## src/rtl/mem_arbiter_pkg.sv

```systemverilog
// Shared encodings for the memory-port arbiter: request types, owner and FSM states.
package mem_arbiter_pkg;

  localparam logic MEM_REQ_READ  = 1'b0;
  localparam logic MEM_REQ_WRITE = 1'b1;

  typedef enum logic {
    ARB_OWNER_FETCH = 1'b0,
    ARB_OWNER_DATA  = 1'b1
  } arb_owner_e;

  typedef enum logic [1:0] {
    ARB_IDLE  = 2'd0,
    ARB_ISSUE = 2'd1,
    ARB_WAIT  = 2'd2
  } arb_state_e;

endpackage

```

## src/rtl/mem_arb_grant.sv

```systemverilog
// Combinational fetch/data priority with a saturating counter that lets a waiting
// fetch win once it has been passed over STARVE_LIMIT times in a row.
module mem_arb_grant
  import mem_arbiter_pkg::*;
#(
  parameter int STARVE_LIMIT = 4
) (
  input  logic       clk,
  input  logic       reset_n,
  input  logic       i_arb_en,
  input  logic       i_fetch_valid,
  input  logic       i_data_valid,
  output logic       o_grant_fetch,
  output logic       o_grant_data,
  output arb_owner_e o_owner
);

  localparam int CNT_W = $clog2(STARVE_LIMIT + 1);
  localparam logic [CNT_W-1:0] LIMIT = CNT_W'(STARVE_LIMIT);

  logic [CNT_W-1:0] r_starve_cnt;
  logic             w_starved;

  assign w_starved     = (r_starve_cnt == LIMIT);
  assign o_grant_fetch = i_arb_en & i_fetch_valid & (~i_data_valid | w_starved);
  assign o_grant_data  = i_arb_en & i_data_valid & ~o_grant_fetch;
  assign o_owner       = o_grant_data ? ARB_OWNER_DATA : ARB_OWNER_FETCH;

  // Counts only data grants that actually bypassed a waiting fetch.
  always_ff @(posedge clk or negedge reset_n) begin
    if (!reset_n) begin
      r_starve_cnt <= '0;
    end else if (o_grant_fetch) begin
      r_starve_cnt <= '0;
    end else if (o_grant_data) begin
      if (!i_fetch_valid) begin
        r_starve_cnt <= '0;
      end else if (!w_starved) begin
        r_starve_cnt <= r_starve_cnt + 1'b1;
      end
    end
  end

endmodule

```

## src/rtl/mem_arbiter.sv

```systemverilog
// Shares one memory port between fetch and load/store: grants in IDLE, presents the
// registered request in ISSUE, and routes the single outstanding response in WAIT.
module mem_arbiter
  import mem_arbiter_pkg::*;
#(
  parameter int ADDR_WIDTH   = 32,
  parameter int DATA_WIDTH   = 32,
  parameter int STARVE_LIMIT = 4
) (
  input  logic                    clk,
  input  logic                    reset_n,
  input  logic                    imem_req_valid,
  input  logic [ADDR_WIDTH-1:0]   imem_req_addr,
  output logic                    imem_req_ready,
  output logic                    imem_resp_valid,
  output logic [DATA_WIDTH-1:0]   imem_resp_data,
  input  logic                    dmem_req_valid,
  input  logic                    dmem_req_type,
  input  logic [ADDR_WIDTH-1:0]   dmem_req_addr,
  input  logic [DATA_WIDTH-1:0]   dmem_req_wdata,
  input  logic [DATA_WIDTH/8-1:0] dmem_req_wmask,
  output logic                    dmem_req_ready,
  output logic                    dmem_resp_valid,
  output logic [DATA_WIDTH-1:0]   dmem_resp_data,
  output logic                    mem_req_valid,
  output logic                    mem_req_type,
  output logic [ADDR_WIDTH-1:0]   mem_req_addr,
  output logic [DATA_WIDTH-1:0]   mem_req_wdata,
  output logic [DATA_WIDTH/8-1:0] mem_req_wmask,
  input  logic                    mem_req_ready,
  input  logic                    mem_resp_valid,
  input  logic [DATA_WIDTH-1:0]   mem_resp_data,
  output logic                    proto_err
);

  arb_state_e                r_state;
  arb_state_e                w_state_nxt;
  arb_owner_e                r_owner;
  arb_owner_e                w_grant_owner;
  logic                      r_req_type;
  logic [ADDR_WIDTH-1:0]     r_req_addr;
  logic [DATA_WIDTH-1:0]     r_req_wdata;
  logic [DATA_WIDTH/8-1:0]   r_req_wmask;
  logic                      r_proto_err;
  logic                      w_arb_en;
  logic                      w_grant_fetch;
  logic                      w_grant_data;
  logic                      w_grant;

  // Gating with reset_n keeps the readies low while reset is held, not just after it.
  assign w_arb_en = reset_n & (r_state == ARB_IDLE);
  assign w_grant  = w_grant_fetch | w_grant_data;

  mem_arb_grant #(
    .STARVE_LIMIT (STARVE_LIMIT)
  ) u_grant (
    .clk           (clk),
    .reset_n       (reset_n),
    .i_arb_en      (w_arb_en),
    .i_fetch_valid (imem_req_valid),
    .i_data_valid  (dmem_req_valid),
    .o_grant_fetch (w_grant_fetch),
    .o_grant_data  (w_grant_data),
    .o_owner       (w_grant_owner)
  );

  always_ff @(posedge clk or negedge reset_n) begin
    if (!reset_n) begin
      r_state <= ARB_IDLE;
    end else begin
      r_state <= w_state_nxt;
    end
  end

  always_comb begin
    w_state_nxt     = r_state;
    imem_req_ready  = w_grant_fetch;
    dmem_req_ready  = w_grant_data;
    mem_req_valid   = 1'b0;
    imem_resp_valid = 1'b0;
    dmem_resp_valid = 1'b0;
    imem_resp_data  = '0;
    dmem_resp_data  = '0;
    case (r_state)
      ARB_IDLE: begin
        if (w_grant) w_state_nxt = ARB_ISSUE;
      end
      ARB_ISSUE: begin
        mem_req_valid = 1'b1;
        if (mem_req_ready) w_state_nxt = ARB_WAIT;
      end
      ARB_WAIT: begin
        if (mem_resp_valid) begin
          w_state_nxt = ARB_IDLE;
          if (r_owner == ARB_OWNER_DATA) begin
            dmem_resp_valid = 1'b1;
            dmem_resp_data  = (r_req_type == MEM_REQ_WRITE) ? '0 : mem_resp_data;
          end else begin
            imem_resp_valid = 1'b1;
            imem_resp_data  = mem_resp_data;
          end
        end
      end
      default: w_state_nxt = ARB_IDLE;
    endcase
  end

  // Request fields are captured only at grant so they stay stable through ISSUE.
  always_ff @(posedge clk or negedge reset_n) begin
    if (!reset_n) begin
      r_owner     <= ARB_OWNER_FETCH;
      r_req_type  <= MEM_REQ_READ;
      r_req_addr  <= '0;
      r_req_wdata <= '0;
      r_req_wmask <= '0;
    end else if (w_grant) begin
      r_owner <= w_grant_owner;
      if (w_grant_data) begin
        r_req_type  <= dmem_req_type;
        r_req_addr  <= dmem_req_addr;
        r_req_wdata <= dmem_req_wdata;
        r_req_wmask <= (dmem_req_type == MEM_REQ_WRITE) ? dmem_req_wmask : '0;
      end else begin
        r_req_type  <= MEM_REQ_READ;
        r_req_addr  <= imem_req_addr;
        r_req_wdata <= '0;
        r_req_wmask <= '0;
      end
    end
  end

  always_ff @(posedge clk or negedge reset_n) begin
    if (!reset_n) begin
      r_proto_err <= 1'b0;
    end else if (mem_resp_valid && (r_state != ARB_WAIT)) begin
      r_proto_err <= 1'b1;
    end
  end

  assign mem_req_type  = r_req_type;
  assign mem_req_addr  = r_req_addr;
  assign mem_req_wdata = r_req_wdata;
  assign mem_req_wmask = r_req_wmask;
  assign proto_err     = r_proto_err;

endmodule

```

## config.mk

```make
export PLATFORM = sky130hd
export DESIGN_NAME = mem_arbiter
export DESIGN_NICKNAME = d
export VERILOG_FILES = /design/src/rtl/mem_arbiter_pkg.sv /design/src/rtl/mem_arb_grant.sv /design/src/rtl/mem_arbiter.sv
export SDC_FILE = /design/constraint.sdc
export NUM_CORES = 1
export LEC_CHECK = 0
export CAP_MARGIN = 20
export CORE_MARGIN = 4
export CORE_UTILIZATION = 34
export DETAILED_ROUTE_END_ITERATION = 8
export DONT_BUFFER_PORTS = 1
export PLACE_DENSITY = 0.48
export SLEW_MARGIN = 20
export SYNTH_ARGS = -nofsm -noshare
export SYNTH_HDL_FRONTEND = slang
export SYNTH_SLANG_ARGS = --single-unit
export TNS_END_PERCENT = 10
```

## constraint.sdc

```tcl
create_clock -name clk -period 1.7 [get_ports clk]
set_input_delay 0.34 -clock clk [delete_from_list [all_inputs] [get_ports clk]]
set_output_delay 0.34 -clock clk [all_outputs]
set_load 0.005 [all_outputs]
```

==> results.txt <==
RSZ-0062 raised after global routing: yes
Worst Skew: 0.00745 ns
Final Hold Fails: 76
Final period util: 116%
routed vias/inst: 5.88
htree depth: 3
TNS Setup: -16.89 ns
Crit. End Element: output port
Design Area, Final: 4300 um^2
sequential-to-total area share from yosys stat: 52.9%
Mean Syn Cell Area: 11.9 um^2
crit-path cells: or3b_4, a211o_1, buf_12, inv_4
CTS tree: built
global-route wire length before repair: 17.0 mm
max-slew violations: 0
FF-to-FF Start: r_state[0]
Comb power frac: 31.0%
PD cells: 1600 nW/um^2
antenna viol nets, final: 0
most frequent cells in the layout: dfrtp_1 (76), and2_1 (57), a22o_1 (34)
Final Instance Count excl. Fillers: 455
switching power total: 2.26 mW
Detailed Route WL: 11.7 mm
Post-Syn Area: 3600 um^2
Routability Congestion: 0.937
post-detail-place hpwl: 8.13 mm
layout cells sized above 1: 21.3%
crit path buf inv count: 2
Layout area overhead: 19.4%
number of buffers added on ports: 0
Critical Path Start Type: flip-flop
sw frac: 32.8%
total CTS buffers: 9
total power: 6.88 mW
CTS clock-pin slew for the worst setup and hold paths: 0.08 ns
cell area after placement: 3800 um^2
Critical Path Fanout Max: 5
slowest CP cell: dfrtp_1
failing checks: negative hold slack, negative setup slack
most common cell after layout, fill and taps aside: dfrtp_1
Fillers: 953
Rows: 37
largest net degree at the start of global routing: 79
Vias: 2677
die area: 12300 um^2
worst-margin pin slew: 0.370 ns
Top Ports: 278
CORE AREA: 10300 um^2
Root Driver: clkbuf_8
R2R depth: 6
Post-synth EDFFs: 0
Worst Path Arrival: 1.62 ns
outcome: finished with violations
worst hold slack: -0.316 ns
final setup fails: 99
RR Endpoint: mem_req_addr[3]
post-synth top area cell: dfrtp_1
fraction of registers with async set/reset: 100%
fin nets: 456
Int Power: 4.63 mW
synth warn: 0
Tot GR Track Use: 17.8%
dpl cells: 425
part of the power in registers: 49.1%
First-pass DRT Iterations: 4
Clk pwr share: 19.9%
DR WL/cell: 25.8 um
fin worst setup slack: -0.264 ns
fmax: 509 MHz
top cell type's share of synthesized area: 52.9%
Core Util, Final: 41.6%
worst-case clock buffer depth: 2
Max Cap Viol: 0
worst-skew pair later-pin latency: 0.35 ns
Antenna Diode Count: 0
static leakage: 1.84 nW
CP Class: flip-flop to output port
top post-synthesis cells by area: dfrtp_1 (53%), and2_1 (11%), o221a_1 (9.1%)
Starting Density: 34.8%
Worst VDD drop: 518 uV
die width: 111 um
family with the most delay on the worst path: flip-flops
Clock Sink Count: 76
Die Y: 111 um
# DRC: 0
GR Overflow Total: 0
CP max stage delay: 0.42 ns
post-synthesis sequential element count: 76
crit path time final: 1.96 ns
post-synthesis net count: 444
slew margin rel.: 75.3%
r2r setup slk: -0.15 ns
Unique masters post-synth: 27
First DRT Iteration DRCs: 94
Top FF cell, synth: dfrtp_1
vias in the first global route: 2843
Worst Path Required: 1.36 ns
Crit. Startpoint: r_state[0]
initial antenna violation count: 0
cell count after synthesis: 303
worst min path class: input pin to async pin
per-stage QoR:
stage          hold slack [ns]  setup slack (ns)
4_1_cts                 -0.344            -0.357
3_5_place_dp            0.0458            0.0126
5_1_grt                 -0.341            -0.341
2_1_floorplan           0.0444           -0.0620
6_report                -0.316            -0.264
3_3_place_gp            0.0462            0.0249
worst max-delay path by stage:
stage	to	slack, ns	cells past startpoint
2_1_floorplan	imem_req_ready	-0.06	6
3_5_place_dp	imem_req_ready	0.01	4
6_report	imem_req_ready	-0.26	4
4_1_cts	imem_req_ready	-0.36	4
5_1_grt	dmem_resp_data[14]	-0.34	5
3_3_place_gp	imem_req_ready	0.02	4
routing by layer:
layer,up-vias,global-route usage [%],part of all wire (%)
met5,-,0,0
met4,0,7.31,2.6
met3,20,6.00,8.4
met2,166,32.0,52
met1,1348,19.1,36
li1,1143,-,-
power by group through the flow:
stage	clock (mW)	sequential, mW	combinational (mW)
after global placement	0	3.44	1.78
after detailed placement	0	3.42	1.83
after CTS	1.43	3.40	1.95
after floorplan	0	3.15	1.50
final	1.37	3.38	2.13
after global routing	1.49	3.48	2.35
repair_timing:
action / in CTS / in global routing
gates cloned: 3 / 2
setup endpoints to repair: 68 / 100
pin swaps: 8 / 21
resized for setup: 16 / 25
buffers inserted: 5 / 5
hold endpoints to repair: 76 / 76
cell families after synthesis:
group | count (synthesis) | synth area share [%]
adders and majority gates | 2 | 0.696
and+or+nand+nor | 80 | 13.9
AOI/OAI and AO/OA | 110 | 27.6
DFF | 76 | 52.9
buffers and inverters | 34 | 4.56
muxes | 1 | 0.313
synthesized netlist by cell type, types with 3 or more instances:
cell       n
nand2b_1   4
inv_1      6
and2_1    65
o221a_2    3
a32o_1     5
a22o_1    34
o221a_1   29
buf_2      5
dfrtp_1   76
o21bai_1  32
clkbuf_1  19
buf_6      4
cell type report:
type	count	area [um^2]	share of cell area [%]
clock buffer	11	141	3.29
clock inverter	4	50.0	1.16
inverter	6	27.5	0.641
timing repair buffer	29	377	8.77
tap	136	170	3.96
sequential	76	1900	44.3
multi-input combinational	193	1630	37.9
state kept, by name (all words and copies together) (netlist names):
register / flops
mem_req_addr: 32
mem_req_wdata: 32
mem_req_wmask: 4
u_grant.r_starve_cnt: 3
r_state: 2
mem_req_type: 1
proto_err: 1
r_owner: 1
No activity file was read; power rests on OpenSTA's default activity.
